### src/rtl/calc_pkg.sv
// calc_pkg: shared width, token-kind, opcode and state types for the calculator sequencer
package calc_pkg;
    localparam int DW = 4;
    typedef enum logic [1:0] {TK_DIGIT, TK_OP, TK_EQ, TK_CLR} token_kind_e;
    typedef enum logic [1:0] {OP_ADD, OP_SUB, OP_MUL, OP_RSVD} opcode_e;
    typedef enum logic [2:0] {S_A, S_OP, S_B, S_EQ, S_EXEC, S_OUT} state_e;
endpackage

### src/rtl/calc_exec.sv
// calc_exec: 4-bit add/sub/mul units and the opcode-selected 8-bit result mux
module cal_add (
    input  logic [3:0] a,
    input  logic [3:0] b,
    output logic [4:0] s
);
    assign s = {1'b0, a} + {1'b0, b};
endmodule

module cal_sub (
    input  logic [3:0] a,
    input  logic [3:0] b,
    output logic [4:0] d
);
    assign d = {1'b0, a} - {1'b0, b};
endmodule

module cal_mul (
    input  logic [3:0] a,
    input  logic [3:0] b,
    output logic [7:0] p
);
    assign p = {4'b0, a} * {4'b0, b};
endmodule

module calc_exec
    import calc_pkg::*;
(
    input  logic [DW-1:0]   a,
    input  logic [DW-1:0]   b,
    input  opcode_e         op,
    output logic [2*DW-1:0] res
);
    logic [DW:0] sum, diff;
    logic [2*DW-1:0] prod;
    cal_add u_add (.a(a), .b(b), .s(sum));
    cal_sub u_sub (.a(a), .b(b), .d(diff));
    cal_mul u_mul (.a(a), .b(b), .p(prod));
    // reserved opcode is never dispatched, so it simply yields zero
    always_comb begin
        res = op == OP_ADD ? {{(DW-1){1'b0}}, sum} :
              op == OP_SUB ? {{(DW-1){1'b0}}, diff} :
              op == OP_MUL ? prod : '0;
    end
endmodule

### src/rtl/calc_seq.sv
// calc_seq: token sequencer capturing A/op/B, dispatching to calc_exec, holding the result (CALC_CHAIN_EN enables running totals)
module calc_seq
    import calc_pkg::*;
(
    input  logic            clk,
    input  logic            rst,
    input  logic            in_valid,
    output logic            in_ready,
    input  logic [1:0]      in_kind,
    input  logic [DW-1:0]   in_data,
    output logic            out_valid,
    input  logic            out_ready,
    output logic [2*DW-1:0] out_res,
    output logic [1:0]      out_op,
    output logic            err,
    output logic            busy
);
    state_e state, nxt;
    token_kind_e kind;
    opcode_e op, opc;
    logic [DW-1:0] a, b;
    logic [2*DW-1:0] res;
    logic tok, chain_go, ld_a, ld_chain, ld_op, ld_b, go_eq, clr, err_n, zero, fire, done;

    assign kind = token_kind_e'(in_kind);
    assign opc = opcode_e'(in_data[1:0]);
    assign in_ready = state != S_EXEC && state != S_OUT;
    assign busy = !in_ready;
    assign tok = in_valid && in_ready;

`ifdef CALC_CHAIN_EN
    logic chain_ok;
    // armed by a delivered result, dropped by anything that starts a fresh expression
    always_ff @(posedge clk) begin
        if (rst) chain_ok <= 1'b0;
        else chain_ok <= done || (chain_ok && !zero && !ld_a);
    end
    assign chain_go = chain_ok;
`else
    assign chain_go = 1'b0;
`endif

    // classify the accepted token, derive load strobes and the next state
    always_comb begin
        ld_a = tok && state == S_A && kind == TK_DIGIT;
        ld_chain = tok && state == S_A && kind == TK_OP && chain_go && opc != OP_RSVD;
        ld_op = ld_chain || (tok && state == S_OP && kind == TK_OP && opc != OP_RSVD);
        ld_b = tok && state == S_B && kind == TK_DIGIT;
        go_eq = tok && state == S_EQ && kind == TK_EQ;
        clr = tok && kind == TK_CLR;
        err_n = tok && !(ld_a || ld_op || ld_b || go_eq || clr);
        zero = clr || err_n;
        fire = state == S_EXEC;
        done = state == S_OUT && out_ready;
        nxt = zero ? S_A : ld_a ? S_OP : ld_op ? S_B : ld_b ? S_EQ : go_eq ? S_EXEC :
              fire ? S_OUT : done ? S_A : state;
    end

    // state register
    always_ff @(posedge clk) begin
        if (rst) state <= S_A;
        else state <= nxt;
    end

    calc_exec u_exec (.a(a), .b(b), .op(op), .res(res));

    // operand capture, result register and error pulse
    always_ff @(posedge clk) begin
        if (rst) begin
            a <= '0;
            b <= '0;
            op <= OP_ADD;
            out_res <= '0;
            out_op <= '0;
            out_valid <= 1'b0;
            err <= 1'b0;
        end else begin
            err <= err_n;
            if (zero) begin
                a <= '0;
                b <= '0;
                op <= OP_ADD;
            end else begin
                if (ld_a) a <= in_data;
                if (ld_chain) a <= out_res[DW-1:0];
                if (ld_op) op <= opc;
                if (ld_b) b <= in_data;
            end
            if (fire) begin
                out_res <= res;
                out_op <= op;
                out_valid <= 1'b1;
            end else if (done) begin
                out_valid <= 1'b0;
            end
        end
    end
endmodule

### config.mk
export PLATFORM = sky130hd
export DESIGN_NAME = calc_seq
export DESIGN_NICKNAME = d
export VERILOG_FILES = /design/src/rtl/calc_pkg.sv /design/src/rtl/calc_exec.sv /design/src/rtl/calc_seq.sv
export SDC_FILE = /design/constraint.sdc
export NUM_CORES = 1
export LEC_CHECK = 0
export ABC_AREA = 1
export CAP_MARGIN = 25
export CORE_MARGIN = 2
export CORE_UTILIZATION = 58
export CTS_BUF_LIST = sky130_fd_sc_hd__clkbuf_4
export CTS_CLUSTER_DIAMETER = 60
export DETAILED_ROUTE_END_ITERATION = 12
export GPL_TIMING_DRIVEN = 0
export PLACE_DENSITY = 0.82
export SLEW_MARGIN = 10
export SYNTH_ARGS = -nofsm -noshare
export SYNTH_HDL_FRONTEND = slang
export SYNTH_HIERARCHICAL = 1
export SYNTH_SLANG_ARGS = --single-unit
### constraint.sdc
create_clock -name clk -period 3.6 [get_ports clk]
set_input_delay 0.54 -clock clk [delete_from_list [all_inputs] [get_ports clk]]
set_output_delay 0.54 -clock clk [all_outputs]
set_load 0.02 [all_outputs]
# Word-level counts from Yosys, hierarchy flattened

Cells that the tools add are included.

Register bits after elaboration: 25
Output and inout bits: 14
Logic and storage cells: 68

Reductions and logical operators: 31
Multipliers: 1
Eq/ne operators: 13
Mux-type cells: 11
Add/subtract/negate cells: 2

Operator list:

| operator                                                         | number |
|---|---|
| 8-bit 2-to-1 mux                                                 | 3 |
| 1-bit logical AND                                                | 14 |
| 3-bit 2-to-1 mux                                                 | 3 |
| 4-bit by 4-bit multiplier with 8-bit output                      | 1 |
| 2-bit == test (second input constant)                            | 3 |
| 3-bit by 2-bit == test with 1-bit output (second input constant) | 2 |
| 3-bit == test (second input constant)                            | 2 |
| 3-bit inequality test (second input constant)                    | 2 |
| 6-bit nonzero test                                               | 1 |
| 4-bit by 4-bit adder with 5-bit output                           | 1 |
| 1-bit logical OR                                                 | 5 |
| 5-bit nonzero test                                               | 1 |
| 5-bit OR reduction                                               | 1 |
| 4-bit by 4-bit subtractor with 5-bit output                      | 1 |
| 2-bit by 1-bit == test with 1-bit output (second input constant) | 2 |
| 2-bit zero test                                                  | 2 |
| 2-bit 2-to-1 mux                                                 | 2 |
| 3-bit by 1-bit == test with 1-bit output (second input constant) | 1 |
| 3-bit zero test                                                  | 1 |
| 1-bit 2-to-1 mux                                                 | 3 |
| 3-bit nonzero test                                               | 1 |
| 3-bit OR reduction                                               | 1 |
| 1-bit zero test                                                  | 2 |
| 2-bit inequality test (second input constant)                    | 1 |
| other kinds (2)                                                  | 2 |

# Depth between registers and ports, before layout

Gate-level depths: netlist of run 1.

Depth after elaboration: 14
Depth in mapped cells: 15
Gate-level depth less buffers: 15

# Modules after synthesis

The synthesis of run 1 kept the hierarchy.

Modules (own cells, without submodules):

| module    | area each (sq um) | cells an instance | times used | seq. area each (sq um) |
|---|---|---|---|---|
| calc_seq  | 1094.8            | 137               | 1          | 500.5 |
| cal_mul   | 462.9             | 70                | 1          | 0.0 |
| cal_add   | 157.7             | 25                | 1          | 0.0 |
| cal_sub   | 143.9             | 22                | 1          | 0.0 |
| calc_exec | 138.9             | 31                | 1          | 0.0 |

# Worst setup path after synthesis of run 1

No wires, ideal clock.

Path type: flip-flop to flip-flop
Start: register a[1]
End: register out_res[6]
Required time: 3484 ps
Arrival time: 2636 ps
Stages on the path, launching flop included: 13
Setup time: 116 ps
Slack: 848 ps
Buffers on the path: 0
Cells stage by stage: dfxtp_1 -> nand2_1 -> fa_1 -> inv_1 -> fa_1 -> fa_1 -> nand3_1 -> nand2_1 -> xor2_1 -> inv_1 -> nor2_1 -> o21ai_0 -> nor2_1

Longest elaborated chain between the ends: 4

Ends and longest elaborated chain:

| item                                        | RTL line        | source |
|---|---|---|
| from (decl)                                 | calc_seq.sv:21  | `logic [DW-1:0] a, b;` |
| from (signal assigned)                      | calc_seq.sv:84  | `if (ld_a) a <= in_data;` |
| from (signal assigned)                      | calc_seq.sv:85  | `if (ld_chain) a <= out_res[DW-1:0];` |
| 4-bit by 4-bit multiplier with 8-bit output | calc_exec.sv:23 | `assign p = {4'b0, a} * {4'b0, b};` |
| named net u_exec.prod[6]                    | calc_exec.sv:35 | `logic [2*DW-1:0] prod;` |
| 8-bit 2-to-1 mux                            | calc_exec.sv:43 | `op == OP_MUL ? prod : '0;` |
| 8-bit 2-to-1 mux                            | calc_exec.sv:42 | `op == OP_SUB ? {{(DW-1){1'b0}}, diff} :` |
| 8-bit 2-to-1 mux                            | calc_exec.sv:41 | `res = op == OP_ADD ? {{(DW-1){1'b0}}, sum} :` |
| named net res[6]                            | calc_seq.sv:22  | `logic [2*DW-1:0] res;` |
| to (signal assigned)                        | calc_seq.sv:90  | `out_res <= res;` |
| to (decl)                                   | calc_seq.sv:13  | `output logic [2*DW-1:0] out_res,` |

The timed path passes the listed nets, and every way through them passes these cells.
A chain may end at the register's enable or synchronous reset.

# Worst setup path after layout of run 1

Same ends and word-level chain as after synthesis.

==> metrics.txt, run 1 <==
outcome finished clean; M1 wire length 2020 um; initial DRC count 71; Synth area leaders dfxtp_1, ha_1, nand2_1, inv_1, nand3_1; most frequent cells after synthesis nand2_1, inv_1, nor2_1, nand3_1, dfxtp_1; Clock Skews 0.00788 ns; Post-CTS Resized 0; drt first pass iters 4; Slew HR 0.742; worst reg-to-reg setup slack 0.64 ns; met3 WL post-DR 125 um; count leader, synth nand2_1; Worst Setup End Kind register; CTS tree yes; fin util 0.700; met2 wire length 1870 um; ys flop type dfxtp_1; Final Hold Viols 0; Total Wirelength 4080 um; Antenna diodes 0; crit path DAT 3.20 ns; Yosys reg bits 25; routed vias 1858; Num CTS Buffers 3; worst-margin pin slew 0.385 ns; Hold Buf Count CTS 0; share of layout cells above drive strength 1 0.109; Post CTS Setup Buffer Count 0; DP HPWL 3250 um; crit path time final 2.96 ns; post-DR wirelength/cell 11.4 um; Clock Sinks 25; CTS root buf clkbuf_4; CTS H-Tree Depth 1; clk slew on worst S/H paths 0.14 ns; die area 3930 sq um; Boundary Pins 24; # Max-Cap Violations 0; peak supply drop 0.000150 V; Post-Synthesis Cell Area 2000 sq um; final net count 349; Seq/Total Area, Yosys 0.250; Core Box Area 3310 sq um; die height 62.7 um; post-synth top area share 0.250; Cells after Synth 285; Total Neg Setup Slack 0 ns; FP Rows 21; RSZ-0062 raised after global routing no; drt via density 5.19; Slew Viols, Final 0; CP startpoint kind register; GR Overflow Total 0; hold crit path type reg2reg; Final Setup Violations 0; CP Class reg2reg; Die Span X 62.7 um; clk_lat worst skew 0.33 ns; Synth cell types 26; Fmax achieved 338 MHz; power per cell area 203 nW/um^2; number of flops mapped to enable cells by yosys 0; # DRC 0; uppermost routed layer met4; first-pass GRT wire length 7400 um; initial antenna violation count 0; area leader, netlist dfxtp_1; area delta synth->final 15.9%; count of yosys warnings during synthesis 6; vias in the first global route 1766; GPL Wtd Cong 0.906; Clock Path Buffers 2; CP required 3.84 ns; Starting Density 0.604; static leakage 1.12 nW; gr usage total 0.229; fin crit share 0.822; IO buf count 23; syn avg cell area 7.01 sq um; async set-reset flop share out of synthesis 0; largest net degree at the start of global routing 16; largest fanout on the critical path 9; Syn Nets 321; antenna viol nets, final 0
==> placed cells by master (no fill, tap or decap) <==
cell type / count
a21oi_1: 12
a21oi_2: 10
buf_2: 2
buf_8: 1
clkbuf_1: 2
clkbuf_4: 3
clkdlybuf4s50_1: 23
clkinvlp_4: 1
dfxtp_1: 25
fa_1: 6
ha_1: 20
inv_1: 42
inv_2: 4
nand2_1: 61
nand2_2: 3
nand3_1: 28
nand3_2: 2
nand4_1: 9
nor2_1: 30
nor2_2: 4
nor2_4: 2
nor3_1: 1
nor3b_1: 1
o21ai_0: 12
o21ai_2: 1
o21bai_4: 1
or2_1: 1
xnor2_1: 1
xor2_1: 4
==> worst paths after layout <==
check	endpoint	cells past startpoint	from
setup / recovery	out_res[6]	12	a[1]
hold / removal	out_res[4]	2	out_res[4]
setup reg to reg	out_res[6]	12	a[1]
hold reg to reg	out_res[4]	2	out_res[4]
==> layer usage <==
layer / GRT usage / vias to the layer above
met5: 0 / -
met4: 0.0833 / 0
met3: 0.0378 / 8
met2: 0.379 / 38
met1: 0.302 / 841
li1: - / 971
==> where the power goes <==
group          switching [mW]  internal [mW]
clock network          0.0950         0.0426
registers             0.00295          0.279
logic                  0.0289         0.0231
total                   0.127          0.344
==> final cells by class <==
class	count	area, sq um
Sequential cell	25	500
Clock buffer	3	22.5
Timing Repair Buffer	23	230
Inverter	46	173
Tap cell	46	57.6
Buffer	5	32.5
Fill cell	278	995
Multi-Input combinational cell	209	1290
Clock inverter	1	7.51
==> flip-flops by register name, indices dropped and copies added, names as in the netlist <==
signal,count
out_valid,1
op,2
state,3
out_op,2
out_res,8
err,1
a,4
b,4
==> logic make-up (layout without fill, tap and decap cells) <==
logic type | Yosys count | in the layout | share of synthesized area
compound gates | 36 | 36 | 0.118
fa+ha+maj | 26 | 26 | 0.185
simple gates | 142 | 142 | 0.322
flops | 25 | 25 | 0.250
buf+inv | 51 | 78 | 0.103
xor+xnor | 5 | 5 | 0.0219
==> worst max-delay path, cell delays in order, from the launching register on <==
cell and delay (ns):
dfxtp_1 0.57, nand2_1 0.13, fa_1 0.51, inv_1 0.05, fa_1 0.52, fa_1 0.48, nand3_1 0.10, nand2_1 0.07
xor2_1 0.14, inv_1 0.05, nor2_1 0.03, o21ai_0 0.16, nor2_1 0.05
==> per-stage QoR <==
stage / power, mW / cells / setup slack, ns / hold WS [ns] / instance area [sq um]
finish: 0.471 / 358 / 0.641 / 0.496 / 2320
global route: 0.493 / 358 / 0.413 / 0.529 / 2320
CTS: 0.470 / 358 / 0.617 / 0.500 / 2320
detailed placement: 0.339 / 354 / 0.635 / 0.471 / 2290
global placement: 0.338 / 354 / 0.669 / 0.450 / 2290
floorplan: 0.318 / 285 / 0.848 / 0.454 / 2000
Note: power is estimated with default switching activity, not from simulation.
==> inputs of run 2 (changes only) <==
--- a/config.mk
+++ b/config.mk
@@ -8,12 +8,12 @@
 export ABC_AREA = 1
 export CAP_MARGIN = 25
 export CORE_MARGIN = 2
-export CORE_UTILIZATION = 58
+export CORE_UTILIZATION = 52
 export CTS_BUF_LIST = sky130_fd_sc_hd__clkbuf_4
 export CTS_CLUSTER_DIAMETER = 60
 export DETAILED_ROUTE_END_ITERATION = 12
 export GPL_TIMING_DRIVEN = 0
-export PLACE_DENSITY = 0.82
+export PLACE_DENSITY = 0.77
 export SLEW_MARGIN = 10
 export SYNTH_ARGS = -nofsm -noshare
 export SYNTH_HDL_FRONTEND = slang
==> constraint.sdc (replaced) <==
create_clock -name clk -period 2.5 [get_ports clk]
set_input_delay 0.375 -clock clk [delete_from_list [all_inputs] [get_ports clk]]
set_output_delay 0.375 -clock clk [all_outputs]
set_load 0.02 [all_outputs]
==> run 2 against run 1 <==
The run now ends with setup timing left. Design area up 7.1%. Critical path type unchanged. Worst hold slack worse by 0.013 ns. Clock power up 33%. Power up 40%. Sequential power up 41%. Global-route usage down 0.052 points. Sequential share of layout area down 0.48 points. Setup slack worse by 0.66 ns. Utilization down 2.7 points.
==> metrics.txt, run 2 (synthesized netlist as in run 1, its figures left out) <==
Boundary Pins 24 (unchanged); Slew HR 0.744 (+0.00145); die height 66.0 um (+5.3%); Worst Setup End Kind register; dpl cell area 2300 sq um (+0.60%); DP HPWL 3160 um (-2.7%); pre-CTS setup slack -0.199 ns (-0.834 ns); most frequent cells in the layout nand2_1, inv_1, nor2_1; IO buf count 23 (unchanged); post-DR wirelength/cell 12.0 um (+5.3%); final instance area 2480 sq um (+7.1%); Starting Density 0.542 (-0.0618); routed vias 1906 (+2.6%); Die Span X 66.0 um (+5.3%); fin util 0.673 (-0.0269); Fmax achieved 397 MHz (+18%); GPL Wtd Cong 0.872 (-3.7%); GR Overflow Total 0 (unchanged); Regs by FF count out_res x8, a x4, b x4; drt first pass iters 4 (unchanged); area delta synth->final 24.2%; antenna viol nets, final 0 (unchanged); max reg flops 8 (unchanged); cells along the critical path nand2_1 > fa_1 > inv_1 > fa_1 > ha_1 > nand2_1 > nor2_1 > nand2_1 > nand3_2 > nand2_2 > nand2_2 > inv_1 > nor2_1 > o21ai_1 > nor2_1; clock group share of total power 0.278 (-0.014); share of layout cells above drive strength 1 0.194 (+0.0855); final net count 361 (+3.4%); # Max-Cap Violations 0 (unchanged); worst setup margin -0.0159 ns (-0.657 ns); failing checks setup timing; clk slew on worst S/H paths 0.14 ns (about the same); crit path time final 2.52 ns (-0.443 ns); most common cell after layout, fill and taps aside nand2_1; hold crit path type reg2reg; first-pass GRT wire length 7800 um (+5.3%); Seq pwr share 0.602 (+0.004); switching share of total power 0.255 (-0.0146); initial DRC count 95 (+34%); Antenna diodes 0 (unchanged); CTS tree yes; peak supply drop 0.000230 V (+53%); Clock Skews 0.0116 ns (+0.00373 ns); Final Hold Viols 0 (unchanged); Critical-path top delay cell fa_1; vias in the first global route 1770 (+0.23%); clk_lat worst skew 0.32 ns (about the same); fin crit share 1.01 (+0.184); Num CTS Buffers 3 (unchanged); initial antenna violation count 0 (unchanged); Clock Path Buffers 2 (unchanged); CTS root buf clkbuf_4; gr usage total 0.229 (-0.000520); combinational power share 0.120 (+0.010); worst-margin pin slew 0.383 ns (-0.00217 ns); Slew Viols, Final 0 (unchanged); CTS H-Tree Depth 1 (unchanged); Clock Sinks 25 (unchanged); CP Class reg2reg; CP required 2.74 ns (-1.10 ns); # DRC 0 (unchanged); Sw Pwr 0.168 mW (+33%); Final Setup Violations 2 (+2); drt via density 5.12 (-1.3%); crit path DAT 2.76 ns (-0.44 ns); largest net degree at the start of global routing 16 (unchanged); Total Wirelength 4460 um (+9.4%); outcome complete, but fails checks; slowest cell delay on critical path 0.50 ns (-0.07 ns); largest fanout on the critical path 3 (-6); Core Box Area 3690 sq um (+11%); CP startpoint kind register; die area 4350 sq um (+11%); largest register by flop count out_res; FP Rows 22 (+4.8%); power per cell area 267 nW/um^2 (+31%); static leakage 1.19 nW (+6.5%); RSZ-0062 raised after global routing yes; P_int 0.493 mW (+43%)
## run 2: power by group through the flow
stage          registers [mW]  clock network (mW)  logic [mW]
6_report                0.398               0.184      0.0797
4_1_cts                 0.398               0.192      0.0787
3_3_place_gp            0.413                   0      0.0731
3_5_place_dp            0.413                   0      0.0744
2_1_floorplan           0.413                   0      0.0437
5_1_grt                 0.399               0.213      0.0876
## run 2: worst paths after layout
| path | slack, ns | from | depth (start not counted) | to |
|---|---|---|---|---|
| worst max-delay path | -0.02 | b[2] | 15 | out_res[7] |
| worst min-delay path | 0.48 | out_valid | 2 | out_valid |
| worst max register to register | -0.02 | b[2] | 15 | out_res[7] |
| worst min register to register | 0.48 | out_valid | 2 | out_valid |
## run 2: layout make-up
cell class / instances / area (sq um)
clock buffer: 3 / 22.5
timing repair buffer: 35 / 320
fill: 338 / 1210
clock inverter: 1 / 6.26
inverter: 46 / 173
buffer: 5 / 32.5
tap: 48 / 60.1
multi-input combinational: 209 / 1340
sequential: 25 / 524
## run 2: routing by layer
metal | wire length, um | global-route usage
met5 | 0 | 0
met2 | 2130 | 0.378
met3 | 283 | 0.0409
met4 | 41 | 0.0561
met1 | 2010 | 0.310
## run 2: per-stage QoR
step	cells	TNS, ns	hold WS, ns	power (mW)
4_1_cts	371	-0.0290	0.481	0.669
5_1_grt	372	-0.604	0.520	0.699
3_5_place_dp	356	-0.703	0.461	0.488
6_report	372	-0.0238	0.483	0.662
3_3_place_gp	356	-0.541	0.451	0.486
2_1_floorplan	285	0	0.444	0.457
## run 2: worst max-delay path, delay by kind of cell, from the launching register on
kind	cells	cell delay [ns]
fa+ha+maj	3	1.31
simple gates	9	0.53
compound gates	1	0.12
flops	1	0.39
buf+inv	2	0.10
## run 2: timing repair
item                                    CTS  global route
pin swaps                                 2             6
hold buffers                              0             0
resized for setup                        12             8
cloned                                    0             0
setup buffers                            11             1
endpoints found under the setup margin    5             5
